### src/rtl/game_pkg.sv
// Shared state encoding and default widths for the round-control game logic.
package game_pkg;

  localparam int COUNT_W = 5;
  localparam int SCORE_W = 4;

  typedef enum logic [2:0] {
    IDLE,
    ARM,
    RUN,
    WIN,
    LOSE
  } game_state_e;

endpackage

### src/rtl/rise_edge_detect.sv
// Single-cycle pulse on each rising edge of an already-synchronised level input.
module rise_edge_detect (
  input  logic clk,
  input  logic rst,
  input  logic d,
  output logic pulse
);

  logic q;

  always_ff @(posedge clk or posedge rst) begin
    if (rst) q <= 1'b0;
    else     q <= d;
  end

  assign pulse = d & ~q;

endmodule

### src/rtl/game_controller.sv
// Round-control FSM driving the 4 Hz down-counter: arm, play, judge hits, timeout, score.
// Optional best-score register enabled by defining GAME_CONTROLLER_BEST_EN.
module game_controller
  import game_pkg::*;
#(
  parameter int CountWidth = COUNT_W,
  parameter int ScoreWidth = SCORE_W
) (
  input  logic                  clk_4_i,
  input  logic                  rst_i,
  input  logic                  start_i,
  input  logic                  hit_i,
  input  logic [CountWidth-1:0] target_i,
  input  logic [CountWidth-1:0] count_i,
  output logic                  ctr_en_o,
  output logic                  ctr_rst_no,
  output logic                  win_o,
  output logic                  lose_o,
  output logic [ScoreWidth-1:0] score_o,
  output logic [ScoreWidth-1:0] best_o
);

  game_state_e           state, state_next;
  logic [CountWidth-1:0] target_q, target_next;
  logic [ScoreWidth-1:0] score, score_next;
  logic                  start_e, hit_e;

  function automatic logic [ScoreWidth-1:0] sat_inc(input logic [ScoreWidth-1:0] v);
    if (&v) return v;
    return v + 1'b1;
  endfunction

  rise_edge_detect u_start_edge (
    .clk   (clk_4_i),
    .rst   (rst_i),
    .d     (start_i),
    .pulse (start_e)
  );

  rise_edge_detect u_hit_edge (
    .clk   (clk_4_i),
    .rst   (rst_i),
    .d     (hit_i),
    .pulse (hit_e)
  );

  always_ff @(posedge clk_4_i or posedge rst_i) begin
    if (rst_i) begin
      state    <= IDLE;
      target_q <= '0;
      score    <= '0;
    end else begin
      state    <= state_next;
      target_q <= target_next;
      score    <= score_next;
    end
  end

  // Counter is enabled only while counting is still possible, so it never wraps 0 -> all-ones.
  always_comb begin
    state_next  = state;
    target_next = target_q;
    score_next  = score;
    ctr_en_o    = 1'b0;
    ctr_rst_no  = 1'b0;
    win_o       = 1'b0;
    lose_o      = 1'b0;
    unique case (state)
      IDLE: begin
        if (start_e) state_next = ARM;
      end
      ARM: begin
        if (!start_i) begin
          state_next  = RUN;
          target_next = target_i;
        end
      end
      RUN: begin
        ctr_rst_no = 1'b1;
        ctr_en_o   = (count_i != '0);
        if (hit_e) begin
          if (count_i == target_q) begin
            state_next = WIN;
            score_next = sat_inc(score);
          end else begin
            state_next = LOSE;
          end
        end else if (count_i == '0) begin
          state_next = LOSE;
        end
      end
      WIN: begin
        ctr_rst_no = 1'b1;
        win_o      = 1'b1;
        if (start_e) state_next = ARM;
      end
      LOSE: begin
        ctr_rst_no = 1'b1;
        lose_o     = 1'b1;
        if (start_e) begin
          state_next = ARM;
          score_next = '0;
        end
      end
      default: state_next = IDLE;
    endcase
  end

  assign score_o = score;

`ifdef GAME_CONTROLLER_BEST_EN
  logic [ScoreWidth-1:0] best;

  // Tracks the incoming score so a new record shows up on the same edge as the win.
  always_ff @(posedge clk_4_i or posedge rst_i) begin
    if (rst_i)                   best <= '0;
    else if (score_next > best)  best <= score_next;
  end

  assign best_o = best;
`else
  assign best_o = '0;
`endif

endmodule

### config.mk
export PLATFORM = sky130hd
export DESIGN_NAME = game_controller
export DESIGN_NICKNAME = d
export VERILOG_FILES = /design/src/rtl/game_pkg.sv /design/src/rtl/rise_edge_detect.sv /design/src/rtl/game_controller.sv
export SDC_FILE = /design/constraint.sdc
export NUM_CORES = 1
export LEC_CHECK = 0
export ABC_AREA = 1
export BUFFER_PORTS_ARGS = -buffer_cell sky130_fd_sc_hd__buf_2
export CORE_UTILIZATION = 40
export DETAILED_ROUTE_END_ITERATION = 10
export PLACE_DENSITY = 0.66
export SKIP_CTS_REPAIR_TIMING = 1
export SLEW_MARGIN = 40
export SYNTH_ARGS = -nofsm -noshare
export SYNTH_HDL_FRONTEND = slang
export SYNTH_SLANG_ARGS = --single-unit
### constraint.sdc
create_clock -name clk_4_i -period 2.42 [get_ports clk_4_i]
set_clock_uncertainty 0.05 [all_clocks]
set_input_delay 0.363 -clock clk_4_i [delete_from_list [all_inputs] [get_ports clk_4_i]]
set_output_delay 0.363 -clock clk_4_i [all_outputs]
set_load 0.02 [all_outputs]
; ---- Yosys cells after proc, flatten, opt, wreduce, memory -nomap -nowiden
; Cells that the tools add are included.
[totals]
inputBits = 14
regBits = 14
out_inout_bits = 12
[op_classes]
n_bitwise = 5
n_eq_ne = 12
n_addsub = 1
mux = 19
reduce_logical = 10
[op_table]
columns = operator, count
row1 = two-way mux 4 bit, 4
row2 = two-way mux 3 bit, 5
row3 = one-hot mux 3 bit (3 select lines), 1
row4 = two-way mux 1 bit, 8
row5 = != test 2 bit (second input constant), 4
row6 = one-hot mux 4 bit (2 select lines), 1
row7 = equality test 3 x 2 -> 1 bit (second input constant), 2
row8 = != test 3 bit (second input constant), 2
row9 = OR reduction 3 bit, 2
row10 = equality test 5 bit, 1
row11 = logical NOT 5 bit, 1
row12 = AND reduction 5 bit, 1
row13 = nonzero test 5 bit, 1
row14 = adder 4 x 1 -> 4 bit (second input constant), 1
row15 = AND reduction 4 bit, 1
row16 = equality test 3 x 1 -> 1 bit (second input constant), 1
row17 = equality test 3 bit (second input constant), 1
row18 = logical NOT 3 bit, 1
row19 = NOT 1 bit, 3
row20 = AND reduction 3 bit, 1
row21 = AND 1 bit, 2
row22 = != test 2 x 1 -> 1 bit (second input constant), 1
row23 = AND reduction 2 bit, 1
row24 = nonzero test 2 bit, 1

; ---- Depth between registers and ports, before layout
; Gate-level depths: netlist (run 1).
[depth]
depth_word = 9
ltp_mapped = 9

; ---- By module
; Synthesis (run 1) repeated with hierarchy kept, for this count alone.
[unflattened]
hier_cells = 136
hier_area_um2 = 943.4
[by_module_without_submodules]
columns = mod, area_each_um2, cells_per_inst, instances
row1 = game_controller, 865.8, 128, 1
row2 = rise_edge_detect, 38.8, 4, 2

; ---- Worst setup path after synthesis (run 1)
; OpenSTA, ideal clock, no wires.
[synth_timing]
path_type = reg2reg
startpoint = register score[0], in the netlist score_o[0]
endpoint = register score[0], in the netlist score_o[0]
period_less_slack_ns = 1.299
stages_incl_launch_ff = 7
required_ns = 2.252
slack_ns = 1.121
t_arrival_ns = 1.131
n_path_buf = 0
setup_time_ns = 0.118
cell_sequence = dfrtp_1 > ha_1 > nand2_1 > o21ai_2 > o21ai_4 > nand3_1 > nand2_1
[synth_between]
elab_chain_len = 7
[synth_lines]
columns = element, line
row1 = "start, declared", game_controller.sv:25  ; logic [ScoreWidth-1:0] score, score_next;
row2 = "start signal, assigned", game_controller.sv:55  ; score <= score_next;
row3 = AND reduction 4 bit, game_controller.sv:29  ; if (&v) return v;
row4 = two-way mux 1 bit, game_controller.sv:29
row5 = two-way mux 1 bit, game_controller.sv:82  ; if (count_i == target_q) begin
row6 = two-way mux 1 bit, game_controller.sv:81  ; if (hit_e) begin
row7 = two-way mux 1 bit, game_controller.sv:68  ; unique case (state)
row8 = != test 3 bit (no line), --
row9 = AND reduction 5 bit (no line), --
; Parallel ways exist; a longest one is shown, timed or not. The select of a mux whose other input is x is not followed.
; A chain may end at the register's enable or synchronous reset.

; ---- Worst setup path in the final report (run 1)
[layout_timing]
startpoint = register state[1]
endpoint = output port lose_o
[layout_between]
elab_chain_len = 2
[layout_lines]
columns = element, line
row1 = "start, declared", game_controller.sv:23  ; game_state_e state, state_next;
row2 = "start signal, assigned", game_controller.sv:53  ; state <= state_next;
row3 = equality test 3 bit, game_controller.sv:68
row4 = two-way mux 1 bit, game_controller.sv:68
row5 = "end, declared", game_controller.sv:18  ; output logic lose_o,
; Every way passes these cells.

==> key figures, run 1 <==
Run status
  – Outcome: finished, final reports clean

Cells and area
  – Final core occ: 0.513
  – Share of layout cells above drive strength 1: 0.247
  – Most common cell after layout, fill and taps aside: nand2_1
  – Nets: ~170
  – Ant diodes: 0
  – Commonest non-fill, non-tap cells in the layout: 38 x nand2_1, 21 x inv_1, 21 x buf_2, 15 x nor2_1, 14 x dfrtp_1
  – Final Non-Filler Cells: between 150 and 200
  – Area growth syn-to-layout: 15.9%

STA
  – RSZ-0062 raised after global routing: no
  – Setup TNS: 0 ns
  – Slew Limit Fails: 0
  – Worst slew pin tran: roughly 0.54 ns
  – Fin worst setup slack: roughly 0.67 ns
  – Final hold vios: 0
  – Fin crit share: 0.724
  – Minimum clock period: between 1.5 and 2 ns
  – Relative slew slack: 0.637
  – Fmax: roughly 570 MHz
  – Final setup violating endpoints: 0

Die
  – Core Box Area: ~2000 um^2
  – # IOs: 26
  – DIE WIDTH: 49.3 um
  – Num rows: 16
  – Die Span Y: 49.3 um
  – Die outline area: around 2400 um^2
  – Initial core utilization: 0.442

Worst setup path
  – Crit-path max cell delay: approximately 0.45 ns
  – CP delay by family, top: flip-flops
  – Slowest cell on crit path: dfrtp_1
  – Max FO, Critical Path: 5
  – Worst R2R Start: state[0]
  – Critical path class: flop to output port
  – Worst Path Required: 2.01 ns
  – Number of buffers and inverters on the critical path: 2
  – Startpoint types: flop
  – CP Data Arrival Time: around 1.3 ns
  – Endpoint class of the critical path: output port
  – Critical path origin: state[1]
  – CP cell instances: nor2_2 -> nand2_2 -> inv_1 -> buf_2

Route
  – Vias: between 700 and 800
  – Vias per inst: approximately 4.5
  – Antenna viol nets, final: 0
  – Final WL: approximately 1600 um
  – Avg WL per Cell: 9.07 um
  – Detailed Route Iter0 Violations: 15
  – Remaining DRCs: 0
  – Initial DRT Pass Iterations: 4

Yosys
  – Number of library cell types mapped by synthesis: 25
  – Synth Cell Area: between 800 and 900 um^2
  – Register area share after synthesis: 0.392
  – Mean Syn Cell Area: around 7.0 um^2
  – Synth area leaders: dfrtp_1 39%, nand2_1 16%, inv_1 8.8%, nor2_1 6.3%, nand3_1 3.9%
  – Yosys warnings: 0
  – #FFs+latches synth: 14
  – Synth Instances: around 130
  – Largest area contributor in the netlist: dfrtp_1
  – Synth top area share: 0.392

Placed design
  – HPWL after DPL: 1320 um
  – DP Cell Count: 174
  – Count of buffers from port buffering: 21
  – DP Worst Slack: 0.960 ns
  – Routability Congestion: 0.845

Global route
  – Grt ovf: 0
  – Vias in the first global route: 720
  – Initial antenna violation count: 0
  – First-pass GRT wire length: 2860 um
  – GRT Total Usage: 0.148
  – Largest net degree at the start of global routing: 15

CTS
  – Clk sinks: 14
  – Num CTS Buffers: 3
  – H-Tree Depth: 1
  – CTS tree: done
  – Clock root buffer: clkbuf_4
  – CTS clk-pin slew, worst paths: about 0.09 ns
  – Worst skew pair latency: roughly 0.28 ns
  – Clk buf depth: 2

Run
  – Max-cap violations: 0

Pwr
  – Power Dens Cells: around 1100 nW/um^2
  – Tot Pwr: 0.00118 W
  – Max IR drop VDD: about 0.48 mV
  – Pleak: approximately 0.63 nW

Worst hold path
  – Worst Hold Class: primary input to asynchronous set/reset pin
==> area by class of cell <==
| cell class | count | area, um^2 |
|---|---|---|
| inverters | 23 | 86.3 |
| multi-input cells | 89 | 439 |
| clock buffers | 3 | 22.5 |
| fillers | 206 | 985 |
| flip-flops and latches | 14 | 350 |
| well taps | 27 | 33.8 |
| repair buffers | 21 | 105 |
==> Yosys cell counts (all sizes together) <==
| cell type | n |
|---|---|
| a21oi | 6 |
| buf | 4 |
| clkinv | 1 |
| conb | 1 |
| dfrtp | 14 |
| ha | 1 |
| inv | 22 |
| nand2 | 43 |
| nand3 | 8 |
| nand3b | 1 |
| nand4 | 2 |
| nor2 | 17 |
| nor3 | 1 |
| nor3b | 1 |
| o21ai | 4 |
| or2 | 1 |
==> worst reg2reg max path: stages (launching register included) <==
cell and delay (ns):
dfrtp_1 0.47, inv_1 0.08, nor3_2 0.22, nand2_2 0.19
nor2_1 0.13, a21oi_1 0.05
==> layer usage <==
metal,share of wire,GRT usage,vias to the layer above,wire [um]
li1,-,-,425,-
met2,0.47,0.249,17,751
met1,0.50,0.191,350,800
met4,0,0.0441,0,0
met5,0,0,-,0
met3,0.034,0.0280,0,54
==> final timing paths <==
kind	end	slack (ns)	depth (start not counted)
min in group clk_4_i	u_hit_edge.q	0.15	1
max reg2reg	target_q[1]	1.12	5
min reg2reg	score_o[3]	0.46	2
max in group asynchronous	target_q[3]	1.89	2
min	score_o[1]	0.06	2
max	lose_o	0.67	4
==> cells by family after synthesis <==
group | Yosys count | synth area share
AND/OR/NAND/NOR | 74 | 0.387
other | 1 | 0.00419
AO/OA/AOI/OAI | 10 | 0.0727
adder cells (fa/ha/maj) | 1 | 0.0140
flip-flops | 14 | 0.392
buffers and inverters | 27 | 0.130
==> through the flow <==
stage,cell area (um^2),hold WS (ns)
after floorplan,906,0.202
after global placement,1010,0.385
after detailed placement,1010,0.385
after CTS,1040,0.0791
after global routing,1040,0.112
final,1040,0.0610
==> state kept, by name, summed over array words and instances (netlist names) <==
register        flops
score_o             4
u_hit_edge.q        1
target_q            5
state               3
u_start_edge.q      1
==> where the power goes <==
group	leakage, nW	internal, W	total [W]	switching [W]
clock	0.0138	0.0000575	0.000130	0.0000720
sequential	0.167	0.000328	0.000413	0.0000850
combinational	0.445	0.000229	0.000638	0.000409
total	0.626	0.000614	0.00118	0.000566
Note: power is estimated with default switching activity, not from simulation.
==> inputs of run 2 (changes only) <==
--- a/config.mk
+++ b/config.mk
@@ -5,11 +5,11 @@
 export SDC_FILE = /design/constraint.sdc
 export NUM_CORES = 1
 export LEC_CHECK = 0
-export ABC_AREA = 1
+export ABC_AREA = 0
 export BUFFER_PORTS_ARGS = -buffer_cell sky130_fd_sc_hd__buf_2
 export CORE_UTILIZATION = 40
 export DETAILED_ROUTE_END_ITERATION = 10
-export PLACE_DENSITY = 0.66
+export PLACE_DENSITY = 0.7
 export SKIP_CTS_REPAIR_TIMING = 1
 export SLEW_MARGIN = 40
 export SYNTH_ARGS = -nofsm -noshare
==> constraint.sdc (replaced) <==
create_clock -name clk_4_i -period 1.5 [get_ports clk_4_i]
set_clock_uncertainty 0.05 [all_clocks]
set_input_delay 0.225 -clock clk_4_i [delete_from_list [all_inputs] [get_ports clk_4_i]]
set_output_delay 0.225 -clock clk_4_i [all_outputs]
set_load 0.02 [all_outputs]
==> run 2 against run 1 <==
Effect of this change:
- the run now ends with negative setup slack left
- synthesized area is 8.0% lower
- die area is 7.7% lower
- sequential power is 73% higher
- combinational power is 150% higher
- non-clock buffer count is 20 higher
- power is 110% higher
- final area is 19% higher
- sequential share of layout area is 5.1 points lower
- synthesized cell count is 41% lower
- via count is 9.0% lower
- critical endpoint is now score_o[3]
- largest power group unchanged
==> key figures, run 2 <==
Run status
  – Outcome: finished with violations
  – Violated checks: negative setup slack

Die
  – Die outline area: 2240 um^2 (-7.7%)
  – Initial core utilization: 0.424 (-0.0185)
  – Die Span Y: 47.4 um (-3.9%)
  – Core Box Area: 1940 um^2 (-4.0%)
  – Num rows: 16 (unchanged)
  – # IOs: 26 (unchanged)
  – DIE WIDTH: 47.4 um (-3.9%)

Yosys
  – Number of library cell types mapped by synthesis: 33 (+32%)
  – Number of synthesized flops with an enable pin: 0 (unchanged)
  – Asr flop ratio synth: 1.00 (unchanged)
  – Yosys warnings: 0 (unchanged)
  – Synth top cells by count: 14 x dfrtp_1, 6 x mux2_2, 5 x inv_1, 5 x xor2_1
  – Synth area leaders: dfrtp_1 43%, mux2_2 8.2%, xor2_1 5.3%, o41ai_2 4.0%, buf_4 3.6%
  – Mean Syn Cell Area: 11.0 um^2 (+56%)
  – Synth Instances: 75 (-41%)
  – Most common cell in the netlist: dfrtp_1
  – Synth top area share: 0.426 (+0.0339)
  – Main synth FF type: dfrtp_1
  – Synth Cell Area: 823 um^2 (-8.0%)
  – #FFs+latches synth: 14 (unchanged)
  – Largest area contributor in the netlist: dfrtp_1
  – Register area share after synthesis: 0.426 (+0.0339)

Route
  – Final WL: 1830 um (+14%)
  – Detailed Route Iter0 Violations: 12 (-3)
  – Antenna viol nets, final: 0 (unchanged)
  – Remaining DRCs: 0 (unchanged)
  – Initial DRT Pass Iterations: 4 (unchanged)
  – Vias: 721 (-9.0%)
  – Vias per inst: 4.97 (+11%)
  – Avg WL per Cell: 12.6 um (+39%)

Cells and area
  – Sequential Area: 353 um^2 (+0.71%)
  – Area growth syn-to-layout: 49.4%
  – Commonest non-fill, non-tap cells in the layout: 17 x buf_2, 14 x buf_4, 12 x dfrtp_1, 9 x buf_6, 5 x xor2_1
  – Max reg flops: 5 (unchanged)
  – Most common cell after layout, fill and taps aside: buf_2
  – Final instance area: 1230 um^2 (+19%)
  – Multi-input logic area: 497 um^2 (+13%)
  – Ant diodes: 0 (unchanged)
  – # fillers: 166 (-19%)
  – Share of layout cells above drive strength 1: 0.585 (+0.338)
  – Reg with most FFs: target_q
  – Nets: 134 (-20%)

Worst setup path
  – Worst R2R Start: target_q[0]
  – Crit-path max cell delay: 0.50 ns (+0.05 ns)
  – Reg2Reg Depth: 5 (unchanged)
  – R2r setup slk: -0.36 ns (-1.48 ns)
  – Critical path origin: target_q[0]
  – Startpoint types: flop
  – Endpoint class of the critical path: flop
  – Critical path class: flop to flop
  – Reg2reg end: score_o[3]
  – CP Data Arrival Time: 1.97 ns (+0.63 ns)
  – Number of buffers and inverters on the critical path: 0 (-2)
  – Worst Path Required: 1.61 ns (-0.40 ns)
  – Max FO, Critical Path: 8 (+3)
  – Slowest cell on crit path: or4_4
  – CP delay by family, top: compound AO/OA/AOI/OAI gates
  – CP cell instances: xor2_1 -> or4_4 -> a211o_4 -> o21ai_2 -> o41ai_2

STA
  – Final hold vios: 0 (unchanged)
  – Minimum clock period: 1.86 ns
  – Slew Limit Fails: 0 (unchanged)
  – RSZ-0062 raised after global routing: yes
  – Final setup violating endpoints: 10 (+10)
  – Worst slew pin tran: 0.552 ns (+0.00839 ns)
  – Fin crit share: 1.24
  – Fin worst setup slack: -0.356 ns (-1.02 ns)
  – Fmax: 539 MHz
  – Setup TNS: -2.40 ns (-2.40 ns)
  – Relative slew slack: 0.632 (-0.00560)

Pwr
  – Pleak: 0.596 nW (-4.7%)
  – Power Dens Cells: 2040 nW/um^2 (+79%)
  – Tot Pwr: 0.00251 W (+110%)
  – Sw frac: 0.406 (-0.0738)
  – Max IR drop VDD: 1.12 mV (+130%)
  – Logic pwr share: 0.625 (+0.084)
  – Clock power share: 0.090 (-0.020)
  – Pint: 0.00149 W (+140%)
  – Sw Pwr: 0.00102 W (+80%)
  – Reg power frac: 0.285 (-0.065)

CTS
  – CTS tree: done
  – CTS clk-pin slew, worst paths: 0.09 ns (about the same)
  – Worst skew pair latency: 0.28 ns (about the same)
  – Clk sinks: 14 (unchanged)
  – Clock root buffer: clkbuf_4
  – H-Tree Depth: 1 (unchanged)
  – Clk buf depth: 2 (unchanged)
  – Num CTS Buffers: 3 (unchanged)

Placed design
  – HPWL after DPL: 1380 um (+4.7%)
  – Placed instance area: 1070 um^2 (+5.5%)
  – Routability Congestion: 0.699 (-17%)
  – Count of buffers from port buffering: 21 (unchanged)
  – DP Worst Slack: -0.362 ns (-1.32 ns)

Run
  – Max-cap violations: 0 (unchanged)

Worst hold path
  – Hold path start: hit_i
  – Worst hold stages: 1
  – Worst Hold Class: primary input to flop
  – Hold Path End: u_hit_edge.q

Global route
  – First-pass GRT wire length: 2470 um (-14%)
  – Largest net degree at the start of global routing: 15 (unchanged)
  – Grt ovf: 0 (unchanged)
  – Vias in the first global route: 607 (-16%)
  – GRT Total Usage: 0.160 (+0.0113)
  – Initial antenna violation count: 0 (unchanged)
[run 2: changes by cell type after synthesis, sizes merged, moves of 4 or more]
cell   change
nand2     -41
nand3      -4
nor2      -13
xor2       +5
mux2       +6
a21oi      -5
inv       -17
[run 2: layout make-up]
type | count | share of cell area
multi-input cells | 54 | 0.404
inverters | 5 | 0.0153
repair buffers | 41 | 0.245
flip-flops and latches | 14 | 0.287
well taps | 27 | 0.0275
clock buffers | 4 | 0.0214
[run 2: per-layer routing]
layer  global-route usage  up-vias  share of wire
met3               0.0346        2          0.033
li1                     -      348              -
met1                0.198      349           0.43
met2                0.266       22           0.53
met5                    0        -              0
met4               0.0686        0         0.0066
[run 2: worst max-delay path by stage]
stage / to / depth (start not counted) / slack, ns
3_3_place_gp: score_o[1] / 4 / -0.32
5_1_grt: score_o[3] / 4 / -0.43
2_1_floorplan: score_o[3] / 5 / -0.28
4_1_cts: score_o[1] / 4 / -0.36
3_5_place_dp: score_o[1] / 4 / -0.36
6_report: score_o[3] / 5 / -0.36
[run 2: power by group through the flow]
| stage | clock [W] | sequential, W | combinational [W] |
|---|---|---|---|
| 6_report | 0.000226 | 0.000714 | 0.00157 |
| 5_1_grt | 0.000242 | 0.000734 | 0.00169 |
| 4_1_cts | 0.000230 | 0.000699 | 0.00127 |
| 3_5_place_dp | 0 | 0.000706 | 0.00127 |
| 3_3_place_gp | 0 | 0.000688 | 0.00124 |
| 2_1_floorplan | 0 | 0.000749 | 0.000741 |
[run 2: per-stage QoR]
step | hold slack (ns) | cells | utilization
after detailed placement | 0.251 | 137 | 0.552
after CTS | -0.0532 | 141 | 0.565
final | 0.0436 | 145 | 0.633
after global placement | 0.239 | 137 | 0.552
after global routing | 0.0374 | 145 | 0.633
after floorplan | 0.0642 | 78 | -
[run 2: kinds of logic (layout without fill, tap and decap cells)]
kind of cell | after synthesis | after routing | synth area share
compound gates | 17 | 17 | 0.185
xor+xnor | 5 | 5 | 0.0532
fa+ha+maj | 1 | 1 | 0.0152
buf+inv | 10 | 50 | 0.0653
flops | 14 | 14 | 0.426
mux | 6 | 6 | 0.0821
other cells | 1 | 4 | 0.00455
simple gates | 21 | 21 | 0.169
==> inputs of run 3 (changes only) <==
--- a/config.mk
+++ b/config.mk
@@ -9,9 +9,9 @@
 export BUFFER_PORTS_ARGS = -buffer_cell sky130_fd_sc_hd__buf_2
 export CORE_UTILIZATION = 40
 export DETAILED_ROUTE_END_ITERATION = 10
-export PLACE_DENSITY = 0.7
+export PLACE_DENSITY = 0.68
+export RECOVER_POWER = 50
 export SKIP_CTS_REPAIR_TIMING = 1
-export SLEW_MARGIN = 40
 export SYNTH_ARGS = -nofsm -noshare
 export SYNTH_HDL_FRONTEND = slang
 export SYNTH_SLANG_ARGS = --single-unit
==> run 3 against run 2 <==
Effect of this change:
- the flow still finishes with violations (negative setup slack)
- worst setup slack lost 0.039 ns
- fmax shrank 2.0%
- core utilization grew 1.1 points
- routed wire length shrank 3.3%
- sequential share of layout area shrank 0.49 points
- die area is the same
- global-route usage grew 0.13 points
- worst hold slack gained 0.064 ns
- combinational power is essentially flat
- clock power grew 3%
- final area grew 1.7%
- critical endpoint unchanged
- largest cell class unchanged
==> key figures, run 3 (synthesized netlist as in run 2, its figures left out) <==
Run status
  – Outcome: finished with violations
  – Violated checks: negative setup slack

Route
  – Vias: 724 (+0.42%)
  – Final WL: 1770 um (-3.3%)
  – Initial DRT Pass Iterations: 4 (unchanged)
  – Vias per inst: 4.86 (-2.3%)
  – Antenna viol nets, final: 0 (unchanged)
  – Remaining DRCs: 0 (unchanged)
  – Detailed Route Iter0 Violations: 10 (-2)
  – Avg WL per Cell: 11.9 um (-5.9%)

Cells and area
  – Final Non-Filler Cells: 149 (+2.8%)
  – Reg with most FFs: target_q
  – Commonest non-fill, non-tap cells in the layout: 17 x buf_2, 16 x buf_4, 12 x dfrtp_1, 9 x buf_6, 5 x xor2_1
  – Max reg flops: 5 (unchanged)
  – Sequential Area: 353 um^2 (unchanged)
  – Area growth syn-to-layout: 52.0%
  – Most common cell after layout, fill and taps aside: buf_2
  – Share of layout cells above drive strength 1: 0.598 (+0.0136)
  – Multi-input logic area: 489 um^2 (-1.5%)
  – Ant diodes: 0 (unchanged)
  – Final core occ: 0.644 (+0.0110)
  – # fillers: 161 (-3.0%)
  – Nets: 138 (+3.0%)
  – Final instance area: 1250 um^2 (+1.7%)

Worst setup path
  – Endpoint class of the critical path: flop
  – Worst Path Required: 1.62 ns (about the same)
  – Critical path class: flop to flop
  – CP Data Arrival Time: 2.02 ns (+0.05 ns)
  – Number of buffers and inverters on the critical path: 0 (unchanged)
  – CP cell instances: nand2b_1 -> or4_4 -> a211o_4 -> o21ai_2 -> o41ai_2
  – Startpoint types: flop
  – CP delay by family, top: simple AND/OR/NAND/NOR gates
  – Slowest cell on crit path: or4_4
  – Max FO, Critical Path: 8 (unchanged)
  – Crit-path max cell delay: 0.55 ns (+0.05 ns)

STA
  – RSZ-0062 raised after global routing: yes
  – Setup TNS: -2.77 ns (-0.371 ns)
  – Slew Limit Fails: 0 (unchanged)
  – Fin crit share: 1.26 (+0.0258)
  – Final hold vios: 0 (unchanged)
  – Fmax: 528 MHz (-2.0%)
  – Final setup violating endpoints: 10 (unchanged)
  – Minimum clock period: 1.89 ns (+0.0387 ns)
  – Relative slew slack: 0.623 (-0.00895)
  – Fin worst setup slack: -0.395 ns (-0.0387 ns)
  – Worst slew pin tran: 0.566 ns (+0.0134 ns)

Pwr
  – Logic pwr share: 0.627 (+0.002)
  – Power Dens Cells: 1990 nW/um^2 (-2.3%)
  – Max IR drop VDD: 1.04 mV (-6.7%)
  – Clock power share: 0.093 (+0.003)
  – Sw frac: 0.404 (-0.00167)
  – Sw Pwr: 0.00101 W (-1.1%)
  – Reg power frac: 0.280 (-0.005)
  – Pleak: 0.601 nW (+0.83%)
  – Tot Pwr: 0.00249 W (-0.64%)
  – Pint: 0.00148 W (-0.36%)

Placed design
  – Count of buffers from port buffering: 21 (unchanged)
  – DP Cell Count: 140 (+2.2%)
  – HPWL after DPL: 1290 um (-7.0%)
  – Routability Congestion: 0.705 (+0.82%)
  – Placed instance area: 1090 um^2 (+2.1%)

Die
  – Core Box Area: 1940 um^2 (unchanged)
  – Die outline area: 2240 um^2 (unchanged)
  – Initial core utilization: 0.424 (unchanged)
  – DIE WIDTH: 47.4 um (unchanged)
  – Num rows: 16 (unchanged)
  – Die Span Y: 47.4 um (unchanged)
  – # IOs: 26 (unchanged)

CTS
  – Clock root buffer: clkbuf_4
  – CTS tree: done
  – CTS clk-pin slew, worst paths: 0.08 ns (about the same)
  – Worst skew pair latency: 0.29 ns (about the same)
  – H-Tree Depth: 1 (unchanged)
  – Clk sinks: 14 (unchanged)
  – Num CTS Buffers: 3 (unchanged)
  – Clk buf depth: 2 (unchanged)

Global route
  – First-pass GRT wire length: 2460 um (-0.28%)
  – Vias in the first global route: 600 (-1.2%)
  – Grt ovf: 0 (unchanged)
  – Largest net degree at the start of global routing: 15 (unchanged)
  – GRT Total Usage: 0.161 (+0.00130)
  – Initial antenna violation count: 0 (unchanged)

Worst hold path
  – Worst Hold Class: primary input to flop

Run
  – Max-cap violations: 0 (unchanged)
[run 3: routing by layer]
metal / track usage / wire [um] / share of wire / vias up
met5: 0 / 0 / 0 / -
met4: 0.0857 / 32 / 0.018 / 0
met3: 0.0385 / 79 / 0.045 / 5
met2: 0.249 / 901 / 0.51 / 25
met1: 0.207 / 756 / 0.43 / 338
li1: - / - / - / 356
[run 3: worst register-to-register path: stages, from the launching register on]
cell	delay [ns]
dfrtp_1	0.38
nand2b_1	0.16
or4_4	0.55
a211o_4	0.40
o21ai_2	0.16
o41ai_2	0.09
[run 3: worst paths after layout]
check                           cells past startpoint     endpoint    startpoint  slack, ns
worst max-delay path                                5   score_o[3]  u_hit_edge.q      -0.39
worst min-delay path                                2  target_q[3]   target_i[3]       0.11
worst max register to register                      5   score_o[3]  u_hit_edge.q      -0.39
worst min register to register                      1  target_q[3]   target_q[3]       0.49
max in group asynchronous                           3     state[2]         rst_i       0.53
min in group asynchronous                           3  target_q[3]         rst_i       0.47
[run 3: layout make-up]
cell class | instances | share of cell area
Multi-Input combinational cell | 54 | 0.391
Inverter | 5 | 0.0170
Timing Repair Buffer | 45 | 0.262
Tap cell | 27 | 0.0270
Sequential cell | 14 | 0.282
Clock buffer | 4 | 0.0210
[run 3: stage by stage]
step                hold slack, ns  setup WS, ns
floorplan                   0.0642        -0.282
global placement             0.240        -0.314
detailed placement           0.254        -0.337
CTS                        -0.0560        -0.355
global route                0.0993        -0.436
finish                       0.108        -0.395
[run 3: power by group through the flow]
stage | clock network, W | logic, W | registers (W)
2_1_floorplan | 0 | 0.000741 | 0.000749
3_5_place_dp | 0 | 0.00129 | 0.000693
3_3_place_gp | 0 | 0.00126 | 0.000685
5_1_grt | 0.000252 | 0.00168 | 0.000720
4_1_cts | 0.000233 | 0.00129 | 0.000684
6_report | 0.000232 | 0.00156 | 0.000697
